`config.mk`:
```
export PLATFORM = sky130hd
export DESIGN_NAME = uart_tx_cfg
export DESIGN_NICKNAME = d
export VERILOG_FILES = /design/src/rtl/uart_pkg.sv /design/src/rtl/uart_baud_cnt.sv /design/src/rtl/uart_tx_cfg.sv
export SDC_FILE = /design/constraint.sdc
export NUM_CORES = 1
export LEC_CHECK = 0
export BUFFER_PORTS_ARGS = -buffer_cell sky130_fd_sc_hd__buf_2
export CAP_MARGIN = 20
export CORE_MARGIN = 8
export CORE_UTILIZATION = 57
export CTS_BUF_LIST = sky130_fd_sc_hd__clkbuf_16
export DETAILED_ROUTE_END_ITERATION = 16
export PLACE_DENSITY_LB_ADDON = 0.3
export SLEW_MARGIN = 20
export SYNTH_ARGS = -nofsm -noshare
export SYNTH_HDL_FRONTEND = slang
export SYNTH_SLANG_ARGS = --single-unit
```
`constraint.sdc`:
```
create_clock -name clk -period 2.5 [get_ports clk]
set_clock_uncertainty 0.1 [all_clocks]
set_input_delay 0.375 -clock clk [delete_from_list [all_inputs] [get_ports clk]]
set_output_delay 0.375 -clock clk [all_outputs]
set_load 0.05 [all_outputs]
```
`src/rtl/uart_pkg.sv`:
```
// Shared UART definitions: FSM state encoding and line levels.
// PARITY state exists only when UART_TX_PARITY_EN is defined.
package uart_pkg;

    typedef enum logic [2:0] {
        IDLE,
        START,
        DATA,
`ifdef UART_TX_PARITY_EN
        PARITY,
`endif
        STOP
    } state_t;

    localparam logic IDLE_LEVEL  = 1'b1;
    localparam logic START_LEVEL = 1'b0;

endpackage

```
`src/rtl/uart_baud_cnt.sv`:
```
// Bit-period timer: pulses bit_done on the last cycle of each bit.
// restart zeroes the count and takes priority over enable.
module uart_baud_cnt #(
    parameter int BAUD_DIV = 868
) (
    input  logic clk,
    input  logic reset,
    input  logic restart,
    input  logic enable,
    output logic bit_done
);

    localparam int CW = $clog2(BAUD_DIV);
    localparam logic [CW-1:0] LAST = CW'(BAUD_DIV - 1);

    logic [CW-1:0] cnt;

    assign bit_done = enable && !restart && (cnt == LAST);

    always_ff @(posedge clk) begin
        if (reset || restart) begin
            cnt <= '0;
        end else if (enable) begin
            cnt <= (cnt == LAST) ? '0 : cnt + 1'b1;
        end
    end

endmodule

```
`src/rtl/uart_tx_cfg.sv`:
```
// Configurable UART transmitter: start, LSB-first data, parity, stop.
// Define UART_TX_PARITY_EN to add the parity_odd port and parity bit.
module uart_tx_cfg
    import uart_pkg::*;
#(
    parameter int DATA_BITS = 8,
    parameter int BAUD_DIV  = 868,
    parameter int STOP_BITS = 1
) (
    input  logic                 clk,
    input  logic                 reset,
    input  logic                 tx_valid,
`ifdef UART_TX_PARITY_EN
    input  logic                 parity_odd,
`endif
    input  logic [DATA_BITS-1:0] tx_data,
    output logic                 tx_ready,
    output logic                 tx
);

    localparam int IW = $clog2(DATA_BITS);
    localparam logic [IW-1:0] LAST_IDX = IW'(DATA_BITS - 1);
    localparam logic LAST_STOP = 1'(STOP_BITS - 1);

    if (DATA_BITS < 5 || DATA_BITS > 9) begin : g_bad_data
        $error("DATA_BITS must be 5..9");
    end
    if (BAUD_DIV < 2) begin : g_bad_baud
        $error("BAUD_DIV must be >= 2");
    end
    if (STOP_BITS < 1 || STOP_BITS > 2) begin : g_bad_stop
        $error("STOP_BITS must be 1 or 2");
    end

    state_t               state, state_n;
    logic                 tx_q, tx_n;
    logic [DATA_BITS-1:0] sh_q, sh_n;
    logic [IW-1:0]        idx_q, idx_n;
    logic                 stp_q, stp_n;
    logic                 accept;
    logic                 bit_done;
`ifdef UART_TX_PARITY_EN
    logic                 par_q, par_n;
`endif

    assign tx_ready = (state == IDLE);
    assign accept   = tx_ready && tx_valid;
    assign tx       = tx_q;

    uart_baud_cnt #(
        .BAUD_DIV(BAUD_DIV)
    ) u_baud (
        .clk     (clk),
        .reset   (reset),
        .restart (accept),
        .enable  (state != IDLE),
        .bit_done(bit_done)
    );

    always_comb begin
        state_n = state;
        tx_n    = tx_q;
        sh_n    = sh_q;
        idx_n   = idx_q;
        stp_n   = stp_q;
`ifdef UART_TX_PARITY_EN
        par_n   = par_q;
`endif
        unique case (state)
            IDLE: begin
                tx_n = IDLE_LEVEL;
                if (tx_valid) begin
                    state_n = START;
                    tx_n    = START_LEVEL;
                    sh_n    = tx_data;
                    idx_n   = '0;
                    stp_n   = 1'b0;
`ifdef UART_TX_PARITY_EN
                    par_n   = (^tx_data) ^ parity_odd;
`endif
                end
            end
            START: begin
                if (bit_done) begin
                    state_n = DATA;
                    tx_n    = sh_q[0];
                end
            end
            DATA: begin
                if (bit_done) begin
                    if (idx_q == LAST_IDX) begin
                        idx_n = '0;
`ifdef UART_TX_PARITY_EN
                        state_n = PARITY;
                        tx_n    = par_q;
`else
                        state_n = STOP;
                        tx_n    = IDLE_LEVEL;
`endif
                    end else begin
                        idx_n = idx_q + 1'b1;
                        sh_n  = sh_q >> 1;
                        tx_n  = sh_q[1];
                    end
                end
            end
`ifdef UART_TX_PARITY_EN
            PARITY: begin
                if (bit_done) begin
                    state_n = STOP;
                    tx_n    = IDLE_LEVEL;
                end
            end
`endif
            STOP: begin
                if (bit_done) begin
                    if (stp_q == LAST_STOP) begin
                        state_n = IDLE;
                        stp_n   = 1'b0;
                    end else begin
                        stp_n = 1'b1;
                    end
                end
            end
            default: begin
                state_n = IDLE;
                tx_n    = IDLE_LEVEL;
            end
        endcase
    end

    always_ff @(posedge clk) begin
        if (reset) begin
            state <= IDLE;
            tx_q  <= IDLE_LEVEL;
            sh_q  <= '0;
            idx_q <= '0;
            stp_q <= 1'b0;
`ifdef UART_TX_PARITY_EN
            par_q <= 1'b0;
`endif
        end else begin
            state <= state_n;
            tx_q  <= tx_n;
            sh_q  <= sh_n;
            idx_q <= idx_n;
            stp_q <= stp_n;
`ifdef UART_TX_PARITY_EN
            par_q <= par_n;
`endif
        end
    end

endmodule

```
==> out/metrics.csv <==
metric,value,unit
outcome,"complete, no violations",
max_cap viols,0,
Final period util,91.1,%
largest net degree at the start of global routing,16,
row count,17,
final setup vio count,0,
post-route ant nets,0,
drt drc,0,
gr ovfl total,0,
grt met1 use,14.9,%
Skew-Pair Late Insertion Delay,0.26,ns
Yosys top cell area share,36.1,%
Pwr Density,854,nW/µm²
die area,4140,µm²
port bufs,12,
Setup TNS,0,ns
# Post-CTS Setup Buffers,0,
Max Clk Rate,0.439,GHz
Syn Inst Count,136,
die span in x,64.3,µm
synthesized area,1330,µm²
top-count cell post-synth,dfxtp_1,
Fin. Hold Viols,0,
Post-synth EDFFs,0,
Mean Syn Cell Area,9.79,µm²
Hold Crit Class,in -> reg,
hold buffer count at CTS,0,
Async SR Flop Fraction,0,%
post-synthesis sequential element count,24,
Core ar.,2210,µm²
worst vdd ir,472,µV
CP Max Fanout,8,
unrepaired setup endpoints after global routing,no,
area grow syn2layout,9.30,%
1st-pass router iterations,4,
Final nets,166,
CTS tree,yes,
final WL,2570,µm
clock root buffer,clkbuf_16,
Synth Warn #,0,
global-route usage over all layers,13.2,%
LEAKAGE,0.000558,µW
total CTS buffers,3,
Die Ht,64.3,µm
setup slack at placement,0.246,ns
final worst path period need,2.28,ns
sequential area share after synthesis,36.1,%
post-synth net total,154,
total power,1240,µW
Util after Layout,65.8,%
n_diodes,0,
post-DP HPWL,1850,µm
M3 GR Usage,4.18,%
top-level port count,13,
wire length per cell,14.7,µm
GR Util met2,21.5,%
Netlist cell types,40,
Initial Utilization,60.2,%
global-route wire length before repair,4510,µm
critical path data arrival time,2.33,ns
worst slew pin tran,0.324,ns
clk sinks,24,
CP endpoint kind,flip-flop,
Setup CP Type,reg -> reg,
leading area contributor after synthesis,dfxtp_1,
post-CTS resize count,0,
Final Max Slew Viols,0,
layer with the highest usage,met2,
clock-pin slew on the worst setup and hold paths,0.06,ns
largest cells by area after synthesis,"dfxtp_1 36%, mux2i_1 8.3%, ha_1 6.6%",
startpoint types,flip-flop,
Max clock buf depth,2,
fin worst setup slack,0.222,ns
Worst Path Required,2.55,ns
Initial DRC Count,95,
initial antenna violation count,0,
vias in the first global route,1042,
worst rel slew slack,78.3,%
H-tree depth,1,
via count,1072,
"Top FF cell, synth",dfxtp_1,
layout cell share with drive strength beyond 1,18.4,%
Vias/cell,6.13,
Routability Congestion,0.769,
synth cell count leaders,"24 x dfxtp_1, 13 x nor2_1, 11 x mux2i_1, 9 x nand2_1",
[per-stage QoR]
stage / hold slack [ns] / cells / cell area (µm²)
CTS: 0.350 / 175 / 1460
finish: 0.350 / 175 / 1460
floorplan: 0.348 / 136 / 1330
global route: 0.369 / 175 / 1460
detailed placement: 0.373 / 171 / 1380
global placement: 0.359 / 171 / 1380
[worst paths after layout]
check / startpoint / to / slack [ns] / cells after the start
worst max-delay path: state[0] / sh_q[7] / 0.22 / 6
worst min-delay path: tx_data[5] / sh_q[5] / 0.35 / 3
worst max register to register: state[0] / sh_q[7] / 0.22 / 6
worst min register to register: idx_q[0] / idx_q[0] / 0.38 / 2
[per-layer routing]
layer	up-vias	part of all wire [%]
li1	522	-
met1	523	44
met2	22	49
met3	5	5.4
met4	0	2.0
met5	-	0
[critical path, cell delays in order, from the launching register on]
cell and delay, ns:
dfxtp_1 0.39, inv_1 0.08, ha_2 0.19, or4b_1 0.52
or2_1 0.28, o21a_1 0.31, a32o_2 0.30
[flip-flops by register name, summed over array words and instances, names as in the netlist]
signal and flops:
sh_q 8, state 2, u_baud.cnt 10, tx 1, idx_q 3
[where the power goes]
group | internal [µW] | leakage [µW] | switching, µW
clock | 214 | 0.0000385 | 132
sequential | 450 | 0.000195 | 47.2
combinational | 163 | 0.000324 | 238
[cell usage in the layout (no fill, tap or decap), drive strengths merged, types with 2 or more instances in the layout]
cell type  count
buf           15
or2            2
clkbuf         3
dfxtp         24
o31ai          8
o32ai          2
nor3           3
nand3          3
o2111ai        7
ha             7
inv            4
or2b           2
nor2          13
and3           2
or3            2
mux2i         11
nand2          9
xor2           4
xnor2          5
nand4b         2
a21oi          3
[kinds of logic after synthesis]
family          synth area share, %
fa+ha+maj                      6.58
simple gates                   19.4
flops                          36.1
mux                            8.27
compound gates                 17.0
buf+inv                        6.77
xor+xnor                       5.92
[cell type report]
type	count	area (µm²)
flip-flops and latches	24	480
fillers	187	757
multi-input cells	100	763
clock buffers	3	75.1
inverters	4	15.0
clock inverters	1	3.75
well taps	28	35.0
repair buffers	15	82.6
No activity file was read; power rests on OpenSTA's default activity.
